`src/rtl/seat_mem.sv`:
```
// Seat-state table with request arbitration, a background expiry sweep,
// a registered read port and a live count of OCCUPIED seats.
module seat_mem #(
    parameter int unsigned N_SEATS = 32,
    parameter int unsigned SEAT_W  = $clog2(N_SEATS),
    parameter int unsigned TIME_W  = 11
) (
    input  logic              clk_seat_mem,
    input  logic              rst_seat_mem,
    input  logic [TIME_W-1:0] cur_time,
    input  logic [TIME_W-1:0] away_limit,
    input  logic [TIME_W-1:0] resv_limit,
    input  logic              req_valid,
    output logic              req_ready,
    input  logic [SEAT_W-1:0] req_seat,
    input  logic [1:0]        req_state,
    output logic              resp_valid,
    output logic              resp_deny,
    input  logic [SEAT_W-1:0] rd_seat,
    output logic [1:0]        rd_state,
    output logic [TIME_W-1:0] rd_time,
    output logic              expire_valid,
    output logic [SEAT_W-1:0] expire_seat,
    output logic [SEAT_W:0]   occupied_cnt
);

    localparam int unsigned CNT_W = SEAT_W + 1;
    localparam logic [CNT_W-1:0] LAST_IDX  = CNT_W'(N_SEATS - 1);
    localparam logic [CNT_W-1:0] SEAT_LIM  = CNT_W'(N_SEATS);
    localparam logic [1:0] ST_EMPTY = 2'd0;
    localparam logic [1:0] ST_AWAY  = 2'd1;
    localparam logic [1:0] ST_RESV  = 2'd2;
    localparam logic [1:0] ST_OCC   = 2'd3;

    typedef enum logic {INIT, RUN} fsm_e;

    fsm_e              fsm_q, fsm_d;
    logic [SEAT_W-1:0] init_idx_q, init_idx_d;
    logic [SEAT_W-1:0] sw_ptr_q, sw_ptr_d;
    logic              req_ready_q, req_ready_d;
    logic              resp_valid_q, resp_valid_d;
    logic              resp_deny_q, resp_deny_d;
    logic [1:0]        rd_state_q, rd_state_d;
    logic [TIME_W-1:0] rd_time_q, rd_time_d;
    logic              expire_valid_q, expire_valid_d;
    logic [SEAT_W-1:0] expire_seat_q, expire_seat_d;
    logic [CNT_W-1:0]  occ_cnt_q, occ_cnt_d;

    logic [1:0]        state_mem_q [N_SEATS];
    logic [TIME_W-1:0] time_mem_q  [N_SEATS];

    logic              init_we, req_we, sw_we;
    logic              accept, deny, sw_expire;
    logic              req_in_range, rd_in_range;
    logic [1:0]        req_old, sw_old;
    logic [TIME_W-1:0] elapsed;

    // Request arbitration and sweep evaluation against the current table
    always_comb begin
        req_in_range = ({1'b0, req_seat} < SEAT_LIM);
        rd_in_range  = ({1'b0, rd_seat} < SEAT_LIM);
        req_old      = state_mem_q[req_seat];
        sw_old       = state_mem_q[sw_ptr_q];
        elapsed      = cur_time - time_mem_q[sw_ptr_q];

        accept = req_valid && req_ready_q;
        deny   = !req_in_range
              || (req_state == ST_OCC && req_old == ST_OCC)
              || (req_state == ST_RESV && req_old != ST_EMPTY);
        req_we = accept && !deny;

        sw_expire = (fsm_q == RUN)
                 && ((sw_old == ST_AWAY && elapsed > away_limit)
                  || (sw_old == ST_RESV && elapsed > resv_limit));
        // An accepted request to the swept seat takes priority over expiry
        sw_we = sw_expire && !(accept && req_seat == sw_ptr_q);
    end

    // FSM, pointers and registered outputs
    always_comb begin
        fsm_d          = fsm_q;
        init_idx_d     = init_idx_q;
        sw_ptr_d       = sw_ptr_q;
        init_we        = 1'b0;
        resp_valid_d   = accept;
        resp_deny_d    = accept && deny;
        expire_valid_d = sw_we;
        expire_seat_d  = sw_we ? sw_ptr_q : expire_seat_q;
        occ_cnt_d      = occ_cnt_q;
        rd_state_d     = '0;
        rd_time_d      = '0;

        case (fsm_q)
            INIT: begin
                init_we = 1'b1;
                if ({1'b0, init_idx_q} == LAST_IDX) begin
                    fsm_d      = RUN;
                    init_idx_d = '0;
                end else begin
                    init_idx_d = init_idx_q + SEAT_W'(1);
                end
            end
            RUN: begin
                sw_ptr_d = ({1'b0, sw_ptr_q} == LAST_IDX) ? '0 : sw_ptr_q + SEAT_W'(1);
            end
            default: fsm_d = INIT;
        endcase

        req_ready_d = (fsm_d == RUN);

        if (req_we) begin
            if (req_state == ST_OCC && req_old != ST_OCC && occ_cnt_q != SEAT_LIM) begin
                occ_cnt_d = occ_cnt_q + CNT_W'(1);
            end else if (req_state != ST_OCC && req_old == ST_OCC && occ_cnt_q != '0) begin
                occ_cnt_d = occ_cnt_q - CNT_W'(1);
            end
        end

        // Read port returns the entry as it stands after this cycle's writes
        if (rd_in_range) begin
            rd_state_d = state_mem_q[rd_seat];
            rd_time_d  = time_mem_q[rd_seat];
            if (init_we && init_idx_q == rd_seat) begin
                rd_state_d = ST_EMPTY;
                rd_time_d  = '0;
            end
            if (sw_we && sw_ptr_q == rd_seat) begin
                rd_state_d = ST_EMPTY;
            end
            if (req_we && req_seat == rd_seat) begin
                rd_state_d = req_state;
                rd_time_d  = cur_time;
            end
        end
    end

    always_ff @(posedge clk_seat_mem) begin
        if (rst_seat_mem) begin
            fsm_q          <= INIT;
            init_idx_q     <= '0;
            sw_ptr_q       <= '0;
            req_ready_q    <= 1'b0;
            resp_valid_q   <= 1'b0;
            resp_deny_q    <= 1'b0;
            rd_state_q     <= '0;
            rd_time_q      <= '0;
            expire_valid_q <= 1'b0;
            expire_seat_q  <= '0;
            occ_cnt_q      <= '0;
        end else begin
            fsm_q          <= fsm_d;
            init_idx_q     <= init_idx_d;
            sw_ptr_q       <= sw_ptr_d;
            req_ready_q    <= req_ready_d;
            resp_valid_q   <= resp_valid_d;
            resp_deny_q    <= resp_deny_d;
            rd_state_q     <= rd_state_d;
            rd_time_q      <= rd_time_d;
            expire_valid_q <= expire_valid_d;
            expire_seat_q  <= expire_seat_d;
            occ_cnt_q      <= occ_cnt_d;
        end
    end

    // Table storage; request write is last so it wins on any overlap
    always_ff @(posedge clk_seat_mem) begin
        if (!rst_seat_mem) begin
            if (init_we) begin
                state_mem_q[init_idx_q] <= ST_EMPTY;
                time_mem_q[init_idx_q]  <= '0;
            end
            if (sw_we) begin
                state_mem_q[sw_ptr_q] <= ST_EMPTY;
            end
            if (req_we) begin
                state_mem_q[req_seat] <= req_state;
                time_mem_q[req_seat]  <= cur_time;
            end
        end
    end

    assign req_ready    = req_ready_q;
    assign resp_valid   = resp_valid_q;
    assign resp_deny    = resp_deny_q;
    assign rd_state     = rd_state_q;
    assign rd_time      = rd_time_q;
    assign expire_valid = expire_valid_q;
    assign expire_seat  = expire_seat_q;
    assign occupied_cnt = occ_cnt_q;

endmodule

```
`config.mk`:
```
export PLATFORM = sky130hd
export DESIGN_NAME = seat_mem
export DESIGN_NICKNAME = d
export VERILOG_FILES = /design/src/rtl/seat_mem.sv
export SDC_FILE = /design/constraint.sdc
export NUM_CORES = 1
export LEC_CHECK = 0
export ABC_AREA = 1
export BUFFER_PORTS_ARGS = -buffer_cell sky130_fd_sc_hd__buf_2
export CAP_MARGIN = 20
export CORE_MARGIN = 4
export CORE_UTILIZATION = 47
export CTS_CLUSTER_SIZE = 30
export DETAILED_ROUTE_END_ITERATION = 12
export PLACE_DENSITY = 0.63
export SLEW_MARGIN = 10
export SYNTH_ARGS = -nofsm -noshare
export SYNTH_HDL_FRONTEND = slang
export SYNTH_SLANG_ARGS = --single-unit
export TNS_END_PERCENT = 20
```
`constraint.sdc`:
```
create_clock -name clk_seat_mem -period 19.4 [get_ports clk_seat_mem]
set_clock_uncertainty 0.05 [all_clocks]
set_input_delay 1.94 -clock clk_seat_mem [delete_from_list [all_inputs] [get_ports clk_seat_mem]]
set_output_delay 1.94 -clock clk_seat_mem [all_outputs]
set_load 0.005 [all_outputs]
```
---- Yosys cells after proc, flatten, opt, wreduce, memory -nomap -nowiden ----
Memory sizes are Yosys's and may differ from the RTL's. A register that Yosys moved wholly into a read port is not among the register bits.
Index checks and enable logic that the tools add are counted.
operators by class
  $add $sub $neg .......................... 5
  $mul .................................... 0
  div/mod/pow operators ................... 0
  order comparisons ....................... 2
  eq/ne operators ......................... 11
  shift-type cells ........................ 0
  muxes and demuxes ....................... 25
  bitwise operators ....................... 0
  reductions and logical operators ........ 24
operators by type and width
  operator                                             number
  two-way mux 5 bit                                    8
  > comparator 11 bit                                  2
  logical AND 1 bit                                    14
  two-way mux 1 bit                                    13
  two-way mux 6 bit                                    2
  two-way mux 11 bit                                   1
  OR reduction 11 bit                                  1
  subtractor 11 bit                                    1
  adder 5 x 1 -> 5 bit, second input constant          2
  equality test 5 bit, second input constant           2
  equality test 2 bit, second input constant           4
  adder 6 x 1 -> 6 bit, second input constant          1
  != test 6 bit, second input constant                 1
  nonzero test 6 bit                                   1
  subtractor 6 x 1 -> 6 bit, second input constant     1
  equality test 5 bit                                  1
  != test 2 bit, second input constant                 2
  nonzero test 2 bit                                   2
  equality test 2 x 1 -> 1 bit, second input constant  1
  zero test 1 bit                                      2
  logical OR 1 bit                                     2
  two-way mux 2 bit                                    1
  AND reduction 2 bit                                  1
  OR reduction 2 bit                                   1
storage, ports and cells
  bits in registers ....................... 25
  bits in latches ......................... 0
  memory bits (writable) .................. 416
  bits in read-only memories .............. 0
  input port bits ......................... 48
  logic and storage cells ................. 77
  memories ................................ 2
memories
  name         words  bits a word  read ports  clocked after Yosys merged registers in  write ports  line  RTL
  time_mem_q   32     11           2           2                                        1            50    logic [TIME_W-1:0] time_mem_q [N_SEATS];
  state_mem_q  32     2            3           2                                        2            49    logic [1:0] state_mem_q [N_SEATS];

---- Depth between registers and ports, before layout ----
Gate-level depths: netlist of the first run.
  depth in word-level cells ............... 11
  gate-level depth with buffers ........... 46
  depth with buffers taken out ............ 40

---- Worst setup path after synthesis of the first run ----
Ideal clock, no wire load.
  path kind ............................... flip-flop to flip-flop
  start ................................... register (tool-made name)
  end ..................................... memory state_mem_q[0][0], enable pin
  library setup time ...................... 0.297 ns
  arrival ................................. 5.787 ns
  data required time ...................... 19.053 ns
  path slack .............................. 13.265 ns
  cell stages (with the launch flop) ...... 45
  path through ............................ dfxtp_1 > buf_2 > inv_1 > buf_2 > buf_2 > buf_2 > clkbuf_1 > clkbuf_1 > nand2_1 > o21ai_0 > a2bb2oi_1 > a21oi_1 > o21ai_0 > a32oi_1 > ha_1 > inv_1 > fa_1 > nand3_1 > [9 not listed] > inv_1 > ha_1 > nand2_1 > nor2_1 > and2_1 > nand2_1 > nand3_1 > nand2_1 > inv_1 > nand3_1 > a21oi_1 > nand3_1 > clkbuf_1 > nand2_1 > nand3_1 > nor2_1 > nand2_1 > nand2_1
RTL lines
  item              line
  end: declaration  49

==> results of run 1 <==
synth_stat cells (25+ instances only):
master	number
nand4_1	37
dfxtp_1	43
nor2_1	437
o211ai_1	63
a21oi_1	136
inv_1	154
o22ai_1	25
ha_1	40
o21ai_0	412
edfxtp_1	416
nand3_1	193
clkbuf_1	163
nand2_1	417
o221ai_1	93
power groups by stage:
stage / clock, uW / sequential [uW] / combinational [uW]
global route: 995 / 1080 / 216
floorplan: 0 / 1100 / 125
detailed placement: 0 / 1100 / 193
CTS: 954 / 1080 / 194
global placement: 0 / 1100 / 189
finish: 946 / 1080 / 200
layout by cell type (no fill, tap or decap), types with 16 or more instances in the layout:
master       n
nand2_2     20
nor3_1      16
buf_2       73
ha_1        40
o22ai_1     25
o221ai_1    93
nor2_1     435
inv_1      149
edfxtp_1   416
nand3_1    193
o211ai_1    63
nand2_1    417
clkbuf_16   53
a21oi_1    136
nand4_1     37
dfxtp_1     40
o21ai_0    412
buf_4       60
stage by stage:
stage	cell area [um2]	setup slack [ns]	power, uW
global placement	25800	10.46	1280
detailed placement	25900	10.24	1290
floorplan	24900	13.27	1220
CTS	27500	10.22	2220
finish	27600	9.99	2220
global route	27600	9.38	2290
area by class of cell:
type | count | share of cell area [%]
clock buffers | 66 | 5.08
well taps | 688 | 3.12
diodes | 1 | 0.00906
multi-input cells | 1978 | 36.6
inverters | 162 | 2.27
repair buffers | 143 | 3.82
clock inverters | 28 | 0.775
flip-flops and latches | 459 | 48.4
layer usage:
| metal | track usage (%) | share of wire [%] | vias up |
|---|---|---|---|
| met5 | 0 | 0 | - |
| met4 | 15.7 | 5.3 | 0 |
| met3 | 7.39 | 12 | 297 |
| met2 | 46.6 | 44 | 1530 |
| met1 | 40.9 | 38 | 10900 |
| li1 | - | - | 10000 |
cells by family after synthesis:
kind of cell,synth area share (%)
flip-flops,53.6
XOR/XNOR,0.527
adder cells (fa/ha/maj),2.17
buffers and inverters,5.90
AO/OA/AOI/OAI,18.6
AND/OR/NAND/NOR,19.2
critical path, delay by kind of cell, from the launching register on:
kind	cells	cell delay, ns
xor gates and xnor gates	1	0.15
adders and majority gates	3	0.88
AOI/OAI and AO/OA	7	1.73
DFF	1	0.54
buffers and inverters	6	2.34
and+or+nand+nor	20	3.19
path summary, 6_finish.rpt:
check	startpoint	to	cells past startpoint	slack [ns]
setup / recovery	register	state_mem_q[12][1]	37	9.99
setup reg to reg	register	state_mem_q[12][1]	37	9.99
hold reg to reg	expire_seat[1]	expire_seat[1]	2	0.43
hold / removal	expire_seat[1]	expire_seat[1]	2	0.43
registers in the layout (all words and copies together), names as in the netlist, named ones only:
name          count
resp_deny         1
rd_state          2
resp_valid        1
init_idx_q        5
state_mem_q      64
rd_time          11
sw_ptr_q          5
occupied_cnt      6
expire_seat       5
time_mem_q      352
req_ready         1
expire_valid      1
==> impl_metrics.tcl, run 1 <==
set metrics [dict create \
    run_status "finished clean" \
    ys_types 54 \
    seq_area_um2 13400 \
    max_freq_ghz 0.106 \
    die_w_um 238 \
    synthArstFlopShare_pct 0 \
    yosys_register_bits 459 \
    timing.final.crit_share_pct 48.5 \
    netlist_area_um2 24900 \
    path_class "reg2reg" \
    htreeDepth 2 \
    cp_slowest_cell "nor2_1" \
    netSwitchingPower_uw 552 \
    p_per_area_nw_per_um2 80.5 \
    synth_enable_flop_cells 416 \
    cts.reportedPaths.clkPinSlew_ns 0.06 \
    coreArea_um2 52600 \
    insertion_delay_ns 0.61 \
    synth_top_area_share_pct 50.2 \
    gp_congestion 0.940 \
    post-cts-setup-buffer-count 0 \
    slew_headroom_pct 30.9 \
    cts_made_buffers 50 \
    routedWlPerCell_um 25.5 \
    start_util_pct 47.4 \
    cts_sinks 459 \
    first_pass_iters 9 \
    startpoint_type "register" \
    arrival_ns 9.67 \
    crit_top_cell "nand2_1" \
    synth_top_area_cell "edfxtp_1" \
    p_comb_share_pct 9.0 \
    ys.flop_type "edfxtp_1" \
    grt.overflow.total 0 \
    synth_area_leaders "edfxtp_1, o21ai_0, nor2_1" \
    ant_nets 0 \
    root_buffer "clkbuf_16" \
    drive_above_1_share_pct 9.73 \
    cp_slowest_stage_delay_ns 0.79 \
    dieArea_um2 56700 \
    grt_usage_pct 30.6 \
    place_hpwl_um 55400 \
    multi_input_area_um2 10100 \
    vias_per_cell 6.46 \
    cts_hold_buf 0 \
    leakage_uw 0.0108 \
    grt_pass1_vias 21800 \
    rsz0062_at_grt "false" \
    yosys_warnings 0 \
    cts_tree "built" \
    final_cells 3525 \
    p_int_uw 1670 \
    ir_drop_mv 0.0626 \
    post_cts_resized 0 \
    critPathRequiredTime_ns 19.66 \
    timing_worst_slew_pin_value_ns 1.03 \
    fill_cells 4734 \
    rows 84 \
    finalMaxSlewViolations 0 \
    crit_path_end_kind "register" \
    drc_errors 0 \
    grt_pass1_wl_um 133000 \
    antenna_found_initial 2 \
    sw_frac_of_total_pct 24.9 \
    finalCriticalPeriod_ns 9.41 \
    holdWs_ns 0.425 \
    seqPwrFrac_pct 48.4 \
    syn_avg_cell_area_um2 8.88 \
    fin_util_pct 52.5 \
    clock_power_share_pct 42.6 \
    setup_tns_ns 0 \
    syn_nets 2894 \
    drt_iter0_drc 3234 \
    ios 76 \
    hold_viol 0 \
    cp_max_fo 114 \
    port_buffers 75 \
    nNetsFinal 2884 \
    area_delta_synth_final_pct 10.8 \
    die_h_um 238 \
    dp_cells 3426 \
    finalWirelength_um 89900 \
    via_count 22800 \
    drv_cap 0 \
    syn_inst 2804 \
    clock_path_buffers 3 \
    ys_seq_area_share_pct 53.6 \
    setup_viol 0 \
    hold_class "reg2reg" \
    grt_max_degree 154 \
]
Note: power is estimated with default switching activity, not from simulation.
==> inputs of run 2 (changes only) <==
clock period = 8.8 ns   (was 19.4 ns; I/O delays follow)
==> impl_metrics.tcl, run 2 (same netlist as run 1, synthesis figures left out) <==
set metrics [dict create \
    run_status "finished clean" \
    path_buf_inv 6 \
    ant_nets 0 \
    slew_headroom_pct 22.8 \
    drive_above_1_share_pct 9.68 \
    multi_input_area_um2 10100 \
    root_buffer "clkbuf_16" \
    finalCriticalPeriod_ns 7.53 \
    area_delta_synth_final_pct 10.8 \
    max_freq_ghz 0.133 \
    grt_pass1_vias 21300 \
    cp_max_fo 104 \
    via_count 22800 \
    cp_slowest_cell "nor2_1" \
    dieArea_um2 56700 \
    regMostFlops "time_mem_q" \
    start_util_pct 47.4 \
    seq_area_um2 13400 \
    hold_start "expire_seat[2]" \
    startpoint_type "register" \
    path_class "reg2reg" \
    ir_drop_mv 0.130 \
    insertion_delay_ns 0.61 \
    rsz0062_at_grt "false" \
    antenna_found_initial 1 \
    htreeDepth 2 \
    reg2reg_depth 37 \
    hold_viol 0 \
    coreArea_um2 52600 \
    crit_top_cell "nand2_1" \
    die_h_um 238 \
    finalWirelength_um 90100 \
    clock_path_buffers 3 \
    worst_path_dominant_cell_family "simple AND/OR/NAND/NOR gates" \
    post_cts_resized 0 \
    dpl-instance-area_um2 26000 \
    nNetsFinal 2891 \
    timing.final.crit_share_pct 85.6 \
    drv_cap 0 \
    min_to "expire_seat[2]" \
    cts_hold_buf 0 \
    rows 84 \
    timing_worst_slew_pin_value_ns 1.15 \
    gp_congestion 0.990 \
    place_hpwl_um 56500 \
    design_area_um2 27600 \
    cts_tree "built" \
    whs_path_depth 2 \
    r2r-end "state_mem_q[31][0]" \
    cts.reportedPaths.clkPinSlew_ns 0.06 \
    setup_viol 0 \
    final_common_cell "nor2_1" \
    cts_made_buffers 48 \
    largest_register_ffs 352 \
    port_buffers 75 \
    cp_slowest_stage_delay_ns 0.79 \
    drc_errors 0 \
    diodes 0 \
    arrival_ns 7.78 \
    drt_iter0_drc 3712 \
    setup_slack_ns 1.27 \
    setup_tns_ns 0 \
    grt_usage_pct 30.7 \
    grt_max_degree 166 \
    critPathRequiredTime_ns 9.05 \
    cp.depth 37 \
    p_per_area_nw_per_um2 175 \
    post-cts-setup-buffer-count 0 \
    leakage_uw 0.0108 \
    pre_cts_ws_ns 1.58 \
    fill_cells 4660 \
    grt_pass1_wl_um 133000 \
    first_pass_iters 6 \
    routedWlPerCell_um 25.5 \
    crit_path_end_kind "register" \
    finalMaxSlewViolations 0 \
    ios 76 \
    hold_class "reg2reg" \
    vias_per_cell 6.46 \
    rrSetupSlack_ns 1.27 \
    grt.overflow.total 0 \
    die_w_um 238 \
    cts_sinks 459 \
    final_cell_mix "nor2_1, nand2_1, edfxtp_1" \
]
==> run 2: cell types whose count changed in the layout (fill, tap and decap cells not counted), moves of 3 or more <==
cell       before  now
clkbuf_16      53   50
clkbuf_1        9   14
clkinv_2       13    7
buf_4          60   66
buf_12          1    4
==> run 2: per-layer routing <==
| metal | track usage, % | part of all wire (%) | wire [um] | up-vias |
|---|---|---|---|---|
| li1 | - | - | - | 10000 |
| met1 | 43.0 | 39 | 34900 | 10900 |
| met2 | 46.8 | 44 | 39300 | 1664 |
| met3 | 6.15 | 13 | 11800 | 272 |
| met4 | 13.0 | 4.5 | 4030 | 0 |
| met5 | 0 | 0 | 0 | - |
==> run 2: worst max-delay path by stage <==
stage	to	slack [ns]
after detailed placement	state_mem_q[31][0]	1.58
after floorplan	state_mem_q[0][0]	2.67
after global placement	state_mem_q[27][0]	1.69
final	state_mem_q[31][0]	1.27
after CTS	state_mem_q[31][0]	1.54
after global routing	state_mem_q[23][0]	0.72
==> run 2: area by class of cell <==
cell class,count,share of cell area (%)
Sequential cell,459,48.4
Clock inverter,22,0.671
Tap cell,688,3.12
Clock buffer,67,4.87
Inverter,162,2.27
Multi-Input combinational cell,1978,36.6
Timing Repair Buffer,152,4.10
==> run 2: metrics by stage <==
stage / total power (uW) / utilization, % / hold WS (ns) / std cells
2_1_floorplan: 2690 / - / 0.412 / 2804
3_3_place_gp: 2830 / 49.2 / 0.408 / 3428
3_5_place_dp: 2840 / 49.4 / 0.417 / 3435
4_1_cts: 4830 / 52.3 / 0.425 / 3524
5_1_grt: 4970 / 52.5 / 0.454 / 3528
6_report: 4830 / 52.5 / 0.421 / 3528
==> run 2: power breakdown <==
group / leakage [uW] / switching (uW) / internal (uW)
clock: 0.000741 / 864 / 1150
combinational: 0.00513 / 312 / 131
sequential: 0.00491 / 9.87 / 2360
==> run 2: tightest hold or removal path, stage by stage, from the launching register on <==
cell and delay, ns:
dfxtp_1 0.31, nand3_1 0.07, nand2_1 0.04
